==> src/rtl/fwrdk2j_err_pkg.sv <==
// Shared definitions for the fwrdk2j error monitor: run-state encoding,
// datapath width, default accumulator width and a popcount helper.
// Latency: n/a (package). Backpressure: n/a.
// The popcount helper is only referenced when HAMMING_ERR_EN is defined.
package fwrdk2j_err_pkg;

    localparam int DATA_W    = 64;   // {out1,out0} from either fwrdk2j
    localparam int SUM_W_DEF = 84;   // default error-distance accumulator width
    localparam int POP_W     = 7;    // popcount of a 64-bit word: 0..64

    typedef enum logic [1:0] {
        IDLE  = 2'd0,
        RUN   = 2'd1,
        DRAIN = 2'd2,
        DONE  = 2'd3
    } state_t;

    function automatic logic [POP_W-1:0] popcount64(input logic [DATA_W-1:0] v);
        logic [POP_W-1:0] c;
        c = '0;
        for (int i = 0; i < DATA_W; i++) begin
            c = c + POP_W'(v[i]);
        end
        return c;
    endfunction

endpackage

==> src/rtl/fwrdk2j_err_diff.sv <==
// Stage 1 of the error monitor: absolute error distance, mismatch flag and
// (with HAMMING_ERR_EN) the popcount of exact ^ approx, all registered.
// Latency: 1 cycle from accept to s1_* outputs. Backpressure: none; the
// caller only presents a sample when it is accepted (fire).
// Ports: clk, rst_n (async active-low), clr (drop stage contents), fire
// (sample accepted this cycle), exact/approx (64-bit unsigned inputs),
// s1_vld/s1_ed/s1_mis (registered result), s1_pop (HAMMING_ERR_EN only).
module fwrdk2j_err_diff
    import fwrdk2j_err_pkg::*;
(
    input  logic              clk,
    input  logic              rst_n,
    input  logic              clr,
    input  logic              fire,
    input  logic [DATA_W-1:0] exact,
    input  logic [DATA_W-1:0] approx,
    output logic              s1_vld,
    output logic [DATA_W-1:0] s1_ed,
    output logic              s1_mis
`ifdef HAMMING_ERR_EN
    ,
    output logic [POP_W-1:0]  s1_pop
`endif
);

    logic [DATA_W-1:0] ed;

    // Subtract the smaller from the larger so the distance never wraps.
    always_comb begin
        ed = '0;
        if (exact >= approx) begin
            ed = exact - approx;
        end else begin
            ed = approx - exact;
        end
    end

    always_ff @(posedge clk or negedge rst_n) begin
        if (!rst_n) begin
            s1_vld <= 1'b0;
            s1_ed  <= '0;
            s1_mis <= 1'b0;
        end else begin
            s1_vld <= fire && !clr;
            if (fire) begin
                s1_ed  <= ed;
                s1_mis <= (exact != approx);
            end
        end
    end

`ifdef HAMMING_ERR_EN
    always_ff @(posedge clk or negedge rst_n) begin
        if (!rst_n) begin
            s1_pop <= '0;
        end else if (fire) begin
            s1_pop <= popcount64(exact ^ approx);
        end
    end
`endif

endmodule

==> src/rtl/fwrdk2j_err_monitor.sv <==
// Error-statistics monitor comparing exact vs approximate fwrdk2j outputs
// over NUM_SAMPLES accepted pairs: mismatch count, max and sum of |exact-approx|.
// Latency: an accepted sample shows in the statistics 2 cycles later; done
// rises 2 cycles after the final accept. Backpressure: in_ready is high only
// in RUN; samples offered in any other state are not consumed.
// Ports: clk, rst_n (async active-low), start (run pulse), in_valid/in_ready,
// exact/approx (64-bit), busy, done, err_count, max_ed, sum_ed.
// Optional: define HAMMING_ERR_EN to add ham_sum, the saturating sum of
// popcount(exact ^ approx).
module fwrdk2j_err_monitor
    import fwrdk2j_err_pkg::*;
#(
    parameter int NUM_SAMPLES = 1000000,
    parameter int SUM_W       = SUM_W_DEF
) (
    input  logic              clk,
    input  logic              rst_n,
    input  logic              start,
    input  logic              in_valid,
    output logic              in_ready,
    input  logic [DATA_W-1:0] exact,
    input  logic [DATA_W-1:0] approx,
    output logic              busy,
    output logic              done,
    output logic [31:0]       err_count,
    output logic [DATA_W-1:0] max_ed,
    output logic [SUM_W-1:0]  sum_ed
`ifdef HAMMING_ERR_EN
    ,
    output logic [SUM_W-1:0]  ham_sum
`endif
);

    localparam int CNT_W = $clog2(NUM_SAMPLES + 1);
    // Accumulate one bit wider than the larger operand so the saturation
    // compare sees the true sum, including when SUM_W < DATA_W.
    localparam int ACC_W = ((SUM_W > DATA_W) ? SUM_W : DATA_W) + 1;
    localparam logic [ACC_W-1:0] SAT_EXT  = {{(ACC_W-SUM_W){1'b0}}, {SUM_W{1'b1}}};
    localparam logic [CNT_W-1:0] LAST_IDX = CNT_W'(NUM_SAMPLES - 1);

    state_t            state;
    state_t            state_nxt;
    logic [CNT_W-1:0]  sample_cnt;
    logic              drain_cnt;
    logic              fire;
    logic              start_ok;
    logic              last_fire;

    logic              s1_vld;
    logic [DATA_W-1:0] s1_ed;
    logic              s1_mis;

    logic [ACC_W-1:0]  sum_ext;
    logic [SUM_W-1:0]  sum_sat;
    logic              err_inc;

    assign in_ready  = (state == RUN);
    assign busy      = (state == RUN) || (state == DRAIN);
    assign done      = (state == DONE);
    assign fire      = in_valid && in_ready;
    // start only counts from a quiescent state; a pulse mid-run is ignored.
    assign start_ok  = start && ((state == IDLE) || (state == DONE));
    assign last_fire = fire && (sample_cnt == LAST_IDX);

    // ------------------------------------------------------------------
    // Run control
    // ------------------------------------------------------------------
    always_comb begin
        state_nxt = state;
        case (state)
            IDLE:    if (start)     state_nxt = RUN;
            RUN:     if (last_fire) state_nxt = DRAIN;
            DRAIN:   if (drain_cnt) state_nxt = DONE;
            DONE:    if (start)     state_nxt = RUN;
            default:                state_nxt = IDLE;
        endcase
    end

    always_ff @(posedge clk or negedge rst_n) begin
        if (!rst_n) begin
            state      <= IDLE;
            sample_cnt <= '0;
            drain_cnt  <= 1'b0;
        end else begin
            state <= state_nxt;
            if (start_ok) begin
                sample_cnt <= '0;
            end else if (fire) begin
                sample_cnt <= sample_cnt + CNT_W'(1);
            end
            // Low on the first DRAIN cycle (arrives from RUN), high on the
            // second, which is when the FSM leaves for DONE.
            drain_cnt <= (state == DRAIN);
        end
    end

    // ------------------------------------------------------------------
    // Stage 1: distance / mismatch
    // ------------------------------------------------------------------
`ifdef HAMMING_ERR_EN
    logic [POP_W-1:0]  s1_pop;
    logic [ACC_W-1:0]  ham_ext;
    logic [SUM_W-1:0]  ham_sat;
`endif

    fwrdk2j_err_diff u_diff (
        .clk    (clk),
        .rst_n  (rst_n),
        .clr    (start_ok),
        .fire   (fire),
        .exact  (exact),
        .approx (approx),
        .s1_vld (s1_vld),
        .s1_ed  (s1_ed),
        .s1_mis (s1_mis)
`ifdef HAMMING_ERR_EN
        ,
        .s1_pop (s1_pop)
`endif
    );

    // ------------------------------------------------------------------
    // Stage 2: statistics
    // ------------------------------------------------------------------
    always_comb begin
        sum_ext = ACC_W'(sum_ed) + ACC_W'(s1_ed);
        sum_sat = sum_ext[SUM_W-1:0];
        if (sum_ext > SAT_EXT) begin
            sum_sat = SAT_EXT[SUM_W-1:0];
        end
        err_inc = s1_mis && (err_count != 32'hFFFF_FFFF);
    end

    always_ff @(posedge clk or negedge rst_n) begin
        if (!rst_n) begin
            err_count <= '0;
            max_ed    <= '0;
            sum_ed    <= '0;
        end else if (start_ok) begin
            err_count <= '0;
            max_ed    <= '0;
            sum_ed    <= '0;
        end else if (s1_vld) begin
            if (err_inc) begin
                err_count <= err_count + 32'd1;
            end
            if (s1_ed > max_ed) begin
                max_ed <= s1_ed;
            end
            sum_ed <= sum_sat;
        end
    end

`ifdef HAMMING_ERR_EN
    always_comb begin
        ham_ext = ACC_W'(ham_sum) + ACC_W'(s1_pop);
        ham_sat = ham_ext[SUM_W-1:0];
        if (ham_ext > SAT_EXT) begin
            ham_sat = SAT_EXT[SUM_W-1:0];
        end
    end

    always_ff @(posedge clk or negedge rst_n) begin
        if (!rst_n) begin
            ham_sum <= '0;
        end else if (start_ok) begin
            ham_sum <= '0;
        end else if (s1_vld) begin
            ham_sum <= ham_sat;
        end
    end
`endif

endmodule

==> config.mk <==
export PLATFORM = sky130hd
export DESIGN_NAME = fwrdk2j_err_monitor
export DESIGN_NICKNAME = d
export VERILOG_FILES = /design/src/rtl/fwrdk2j_err_pkg.sv /design/src/rtl/fwrdk2j_err_diff.sv /design/src/rtl/fwrdk2j_err_monitor.sv
export SDC_FILE = /design/constraint.sdc
export NUM_CORES = 1
export LEC_CHECK = 0
export CAP_MARGIN = 5
export CORE_UTILIZATION = 30
export CTS_BUF_LIST = sky130_fd_sc_hd__clkbuf_8
export CTS_CLUSTER_SIZE = 24
export DETAILED_ROUTE_END_ITERATION = 7
export DONT_BUFFER_PORTS = 1
export PLACE_DENSITY = 0.42
export SYNTH_ARGS = -nofsm -noshare
export SYNTH_HDL_FRONTEND = slang
export SYNTH_SLANG_ARGS = --single-unit
==> constraint.sdc <==
create_clock -name clk -period 5.1 [get_ports clk]
set_clock_uncertainty 0.1 [all_clocks]
set_input_delay 1.02 -clock clk [delete_from_list [all_inputs] [get_ports clk]]
set_output_delay 1.02 -clock clk [all_outputs]
set_load 0.01 [all_outputs]
### Word level (Yosys, flattened, before mapping)

Index checks and enable logic that the tools add are counted.

| operators by class | value |
|---|---|
| reduce and logical (&&, ||, !) cells | 17 |
| $add $sub $neg | 5 |
| equal/unequal tests | 9 |
| order comparisons | 3 |
| muxes and demuxes | 16 |

Operators by type and width:

| cell | number |
|---|---|
| 2-to-1 mux 64 bit | 4 |
| 2-to-1 mux 84 bit | 3 |
| subtractor 64 bit | 2 |
| 2-to-1 mux 32 bit | 3 |
| adder 84 x 64 -> 85 bit | 1 |
| > comparator 85 x 84 -> 1 bit, second input constant | 1 |
| >= comparator 64 bit | 1 |
| > comparator 64 bit | 1 |
| != test 64 bit | 1 |
| 2-to-1 mux 20 bit | 2 |
| adder 32 x 1 -> 32 bit, second input constant | 1 |
| != test 32 bit, second input constant | 1 |
| adder 20 x 1 -> 20 bit, second input constant | 1 |
| equality test 20 bit, second input constant | 1 |
| nonzero test 2 bit | 4 |
| 2-to-1 mux 2 bit | 3 |
| one-hot mux 2 bit (3 select lines) | 1 |
| logical AND 1 bit | 5 |
| equality test 2 bit, second input constant | 2 |
| != test 2 x 1 -> 1 bit, second input constant | 2 |
| AND reduction 2 bit | 2 |
| AND reduction 3 bit | 1 |
| equality test 2 x 1 -> 1 bit, second input constant | 1 |
| zero test 2 bit | 1 |
| 4 further kinds | 5 |

| storage, ports and cells | value |
|---|---|
| register bits | 269 |
| output and inout bits | 183 |
| word-level logic and storage cells | 59 |
| bits of input ports | 132 |

### Logic depth before layout (Yosys ltp)

| depth | value |
|---|---|
| depth after elaboration | 5 |
| mapped depth | 17 |

### Modules after synthesis

A second synthesis with hierarchy kept.

| second synthesis, totals | value |
|---|---|
| cells, all modules | 3198 |
| area total of the unflattened synthesis | 25176.6 um2 |

Modules (own cells, without submodules):

| module | instances | area an instance (um2) | cells an instance |
|---|---|---|---|
| fwrdk2j_err_monitor | 1 | 14681.6 | 1743 |
| fwrdk2j_err_diff | 1 | 10495.1 | 1455 |

### Least setup slack after synthesis

No wires, ideal clock.

| path | value |
|---|---|
| path kind | in2reg |
| start | input exact[27] |
| end | register u_diff.s1_ed[62] |
| buffers on the path | 2 |
| arrival time | 4.087 ns |
| setup time | 0.080 ns |
| data required time | 4.920 ns |
| slack | 0.832 ns |
| stages | 14 |
| path through | inv_1 > ha_1 > clkbuf_1 > a21oi_1 > o21ai_1 > and2_1 > or4_1 > o21a_1 > buf_6 > nor2_4 > mux2_4 > or4_4 > a311o_1 > o211ai_2 |

| between the ends | value |
|---|---|
| longest elaborated chain between the ends | 2 |
| elaborated cells on any way between the ends | 4 |
| classes of those cells | 2 x add/sub; 1 x order compare; 1 x mux |

Ends and longest elaborated chain:

| what | RTL line | RTL |
|---|---|---|
| start, declared | fwrdk2j_err_monitor.sv:21 | `input logic [DATA_W-1:0] exact,` |
| subtractor 64 bit (tied with other cells) | fwrdk2j_err_diff.sv:34 | `ed = approx - exact;` |
| 2-to-1 mux 64 bit * | fwrdk2j_err_diff.sv:31 | `if (exact >= approx) begin` |
| end signal, assigned | fwrdk2j_err_diff.sv:41 | `s1_ed <= '0;` |
| end signal, assigned | fwrdk2j_err_diff.sv:46 | `s1_ed <= ed;` |
| end, declared | fwrdk2j_err_diff.sv:18 | `output logic [DATA_W-1:0] s1_ed,` |

Every way passes the cells marked *; elsewhere a longest branch is shown, timed or not.
A chain may end at the register's enable or synchronous reset.

### Final worst setup path

| path | value |
|---|---|
| start | input exact[30] |
| end | register u_diff.s1_ed[59] |

The elaborated chain is that of the path after synthesis.

==> run_results.csv <==
group,metric,value,unit
outcome,status,"finished, violations left",
outcome,violations,"hold timing",
route,drcViolationCount,0,
power_and_ir_drop,power_density,513.4,mW/mm2
synthesis,postSynthCellCount,3212,
finish,final_common_cell,"a21oi_1",
setup_path,cp.required,5.51,ns
route,first_pass_iters,6,
route,drt-wirelength-per-cell,23.04,um
synthesis,ys_top_cells_by_area,"dfrtp_1 (27%), ha_1 (13%), a21oi_1 (7.0%), o21ai_0 (6.7%), nand2_1 (4.8%)",
setup_path,cp_max_fo,18,
finish,fin_cells,4263,
place,dp_cells,4169,
clocking,path_clk_slew,0.07,ns
setup_path,crit_start,"exact[30]",
setup_path,crit_path_end_kind,"flop",
timing,relSlewSlack,0.2203,
route,routed_wl,98230,um
route,vias_per_cell,5.533,
synthesis,synth_area_per_cell,7.691,um2
floorplan,fp.dieH,289.0,um
clocking,cts.path.max_buffers,3,
place,placed_cell_area,0.02598,mm2
synthesis,synth_fp_nets,3608,
setup_path,ff2ff_path_depth,11,
power_and_ir_drop,peakVddDrop,0.0002209,V
power_and_ir_drop,power_leakage,12.25,nW
clocking,clk_root_buffer_cell,"clkbuf_8",
finish,fin_nets,3560,
setup_path,slowest_stage,"nor3_1",
setup_path,arrival,4.75,ns
synthesis,ys_ff_latch,269,
timing,max_slew.worst_pin.slew,1.140,ns
min_path,hold_class,"input pin to asynchronous set/reset pin",
synthesis,yosysWarningCount,0,
clocking,post_cts_resized,0,
setup_path,rr_endpoint,"sum_ed[5]",
timing,min_period,4.339,ns
grt,grt.total_usage,0.2284,
clocking,numCtsBuffers,53,
setup_path,reg2reg_slack,0.83,ns
synthesis,yosys.area.top_type,"dfrtp_1",
grt,grt_pass1_wl,146300,um
synthesis,synthArstFlopShare,1.000,
synthesis,synth_top_area_share,0.2725,
floorplan,start_util,0.3047,
grt,grt_antenna_before_repair,1,
setup_path,r2r-start,"u_diff.s1_ed[13]",
place,dpl_worst_slack,0.1631,ns
setup_path,crit_chain,"inv_1, ha_1, nand2_1, nor3_1, and3_1, nand3_1, o2111a_1, nand2_2, buf_12, mux2_2, a221oi_1, xor2_1, o21ai_0",
grt,grt_start_max_net_pins,270,
setup_path,worstSetupPathType,"input pin to flop",
clocking,htreeDepth,2,
synthesis,ys_seq_area_frac,0.2725,
floorplan,core,0.08107,mm2
timing,drv_slew,0,
grt,overflow,0,
clocking,cts_post_setup_buffers_inserted,0,
place,gp_congestion,0.9268,
clocking,clk_latency,0.67,ns
route,postRouteAntennaNets,0,
place,place_hpwl,78460,um
finish,drive_above_1_share,0.06059,
finish,syn2layout_area_growth,9.445,%
synthesis,ys_types,76,
floorplan,die_x,289.0,um
floorplan,ios,315,
grt,grt_pass1_vias,23016,
place,io_buffers,0,
setup_path,setup.worst_path.end,"u_diff.s1_ed[59]",
finish,final_cell_mix,"a21oi_1 (344), o21ai_0 (330), nand2_1 (310)",
finish,post-route-util,0.3335,
timing,fmax,0.2304,GHz
power_and_ir_drop,power,13.88,mW
job,drv_cap,0,
setup_path,cpPeakStageDelay,0.79,ns
timing,setup_viol,0,
setup_path,startpoint_type,"input pin",
floorplan,die_area,0.08350,mm2
route,drt-initial-drc-count,1654,
timing,final_hold_viol_count,6,
synthesis,synth_edf_count,0,
clocking,cts_tree,"yes",
timing,timing.final.crit_share,0.8509,
synthesis,syn_area,0.02470,mm2
timing,layout_setup_ws,0.7606,ns
timing,hold_slack,-0.01616,ns
timing,setup_tns,0,ns
finish,design_area,0.02704,mm2
timing,rsz0062_at_grt,"no",
synthesis,synth_ff_type,"dfrtp_1",
clocking,clock-sinks,269,
floorplan,rows,104,
route,routed-via-count,23589,
worst min path at each step:
stage                              from  slack, ns             to  cells past startpoint
after floorplan           u_diff.s1_mis       0.35  u_diff.s1_mis                      2
after global placement    u_diff.s1_mis       0.42  u_diff.s1_mis                      2
after detailed placement  u_diff.s1_mis       0.42  u_diff.s1_mis                      2
after CTS                         rst_n       -0.1     max_ed[63]                      0
after global routing              rst_n      -0.06      sum_ed[4]                      0
final                             rst_n      -0.02      sum_ed[4]                      0
sequential cells by signal, summed over array words and instances (netlist names):
signal and count:
u_diff.s1_mis 1, max_ed 64, sample_cnt 20, sum_ed 84, u_diff.s1_vld 1, state 2
err_count 32, drain_cnt 1, u_diff.s1_ed 64
cells by family (layout without fill, tap and decap cells):
family,after synthesis,after routing,share of synthesized area
AOI/OAI and AO/OA,1145,1145,0.2843
and+or+nand+nor,924,924,0.1769
buffers and inverters,435,425,0.06797
DFF,269,269,0.2725
adders and majority gates,264,264,0.1346
xor gates and xnor gates,152,152,0.05389
muxes,23,23,0.009825
other,0,1,0
critical path, delay by kind of cell:
family                   cells  cell delay (ns)
AO/OA/AOI/OAI                3             0.86
XOR/XNOR                     1             0.21
adder cells (fa/ha/maj)      1             0.49
buffers and inverters        2             0.21
multiplexers                 1             0.37
AND/OR/NAND/NOR              5             1.55
synth_stat cells, drive strengths merged (40+ instances only):
library cell / number
nor2: 210
ha: 261
nand3: 120
xor2: 72
xnor2: 80
a21oi: 344
nor3: 40
a21o: 102
inv: 259
nand4: 76
o21ai: 336
o21a: 44
a31oi: 53
clkbuf: 137
o21bai: 60
nand2: 313
dfrtp: 269
area by class of cell:
type / count / area, um2
inverter: 259 / 972.2
antenna: 1 / 2.502
sequential: 269 / 6733
timing repair buffer: 73 / 623.1
clock buffer: 62 / 853.3
multi-input combinational: 2508 / 16330
fill: 8657 / 54030
tap: 1060 / 1326
clock inverter: 31 / 197.7
metal layers:
layer,GRT usage,part of all wire
met1,0.3117,0.46
met2,0.3684,0.45
met3,0.03921,0.059
met4,0.06421,0.027
met5,0,0
report_power, final:
group          switching (mW)  internal, mW
clock                    1.05          1.20
sequential               1.48          2.83
combinational            4.54          2.78
Note: power is estimated with default switching activity, not from simulation.
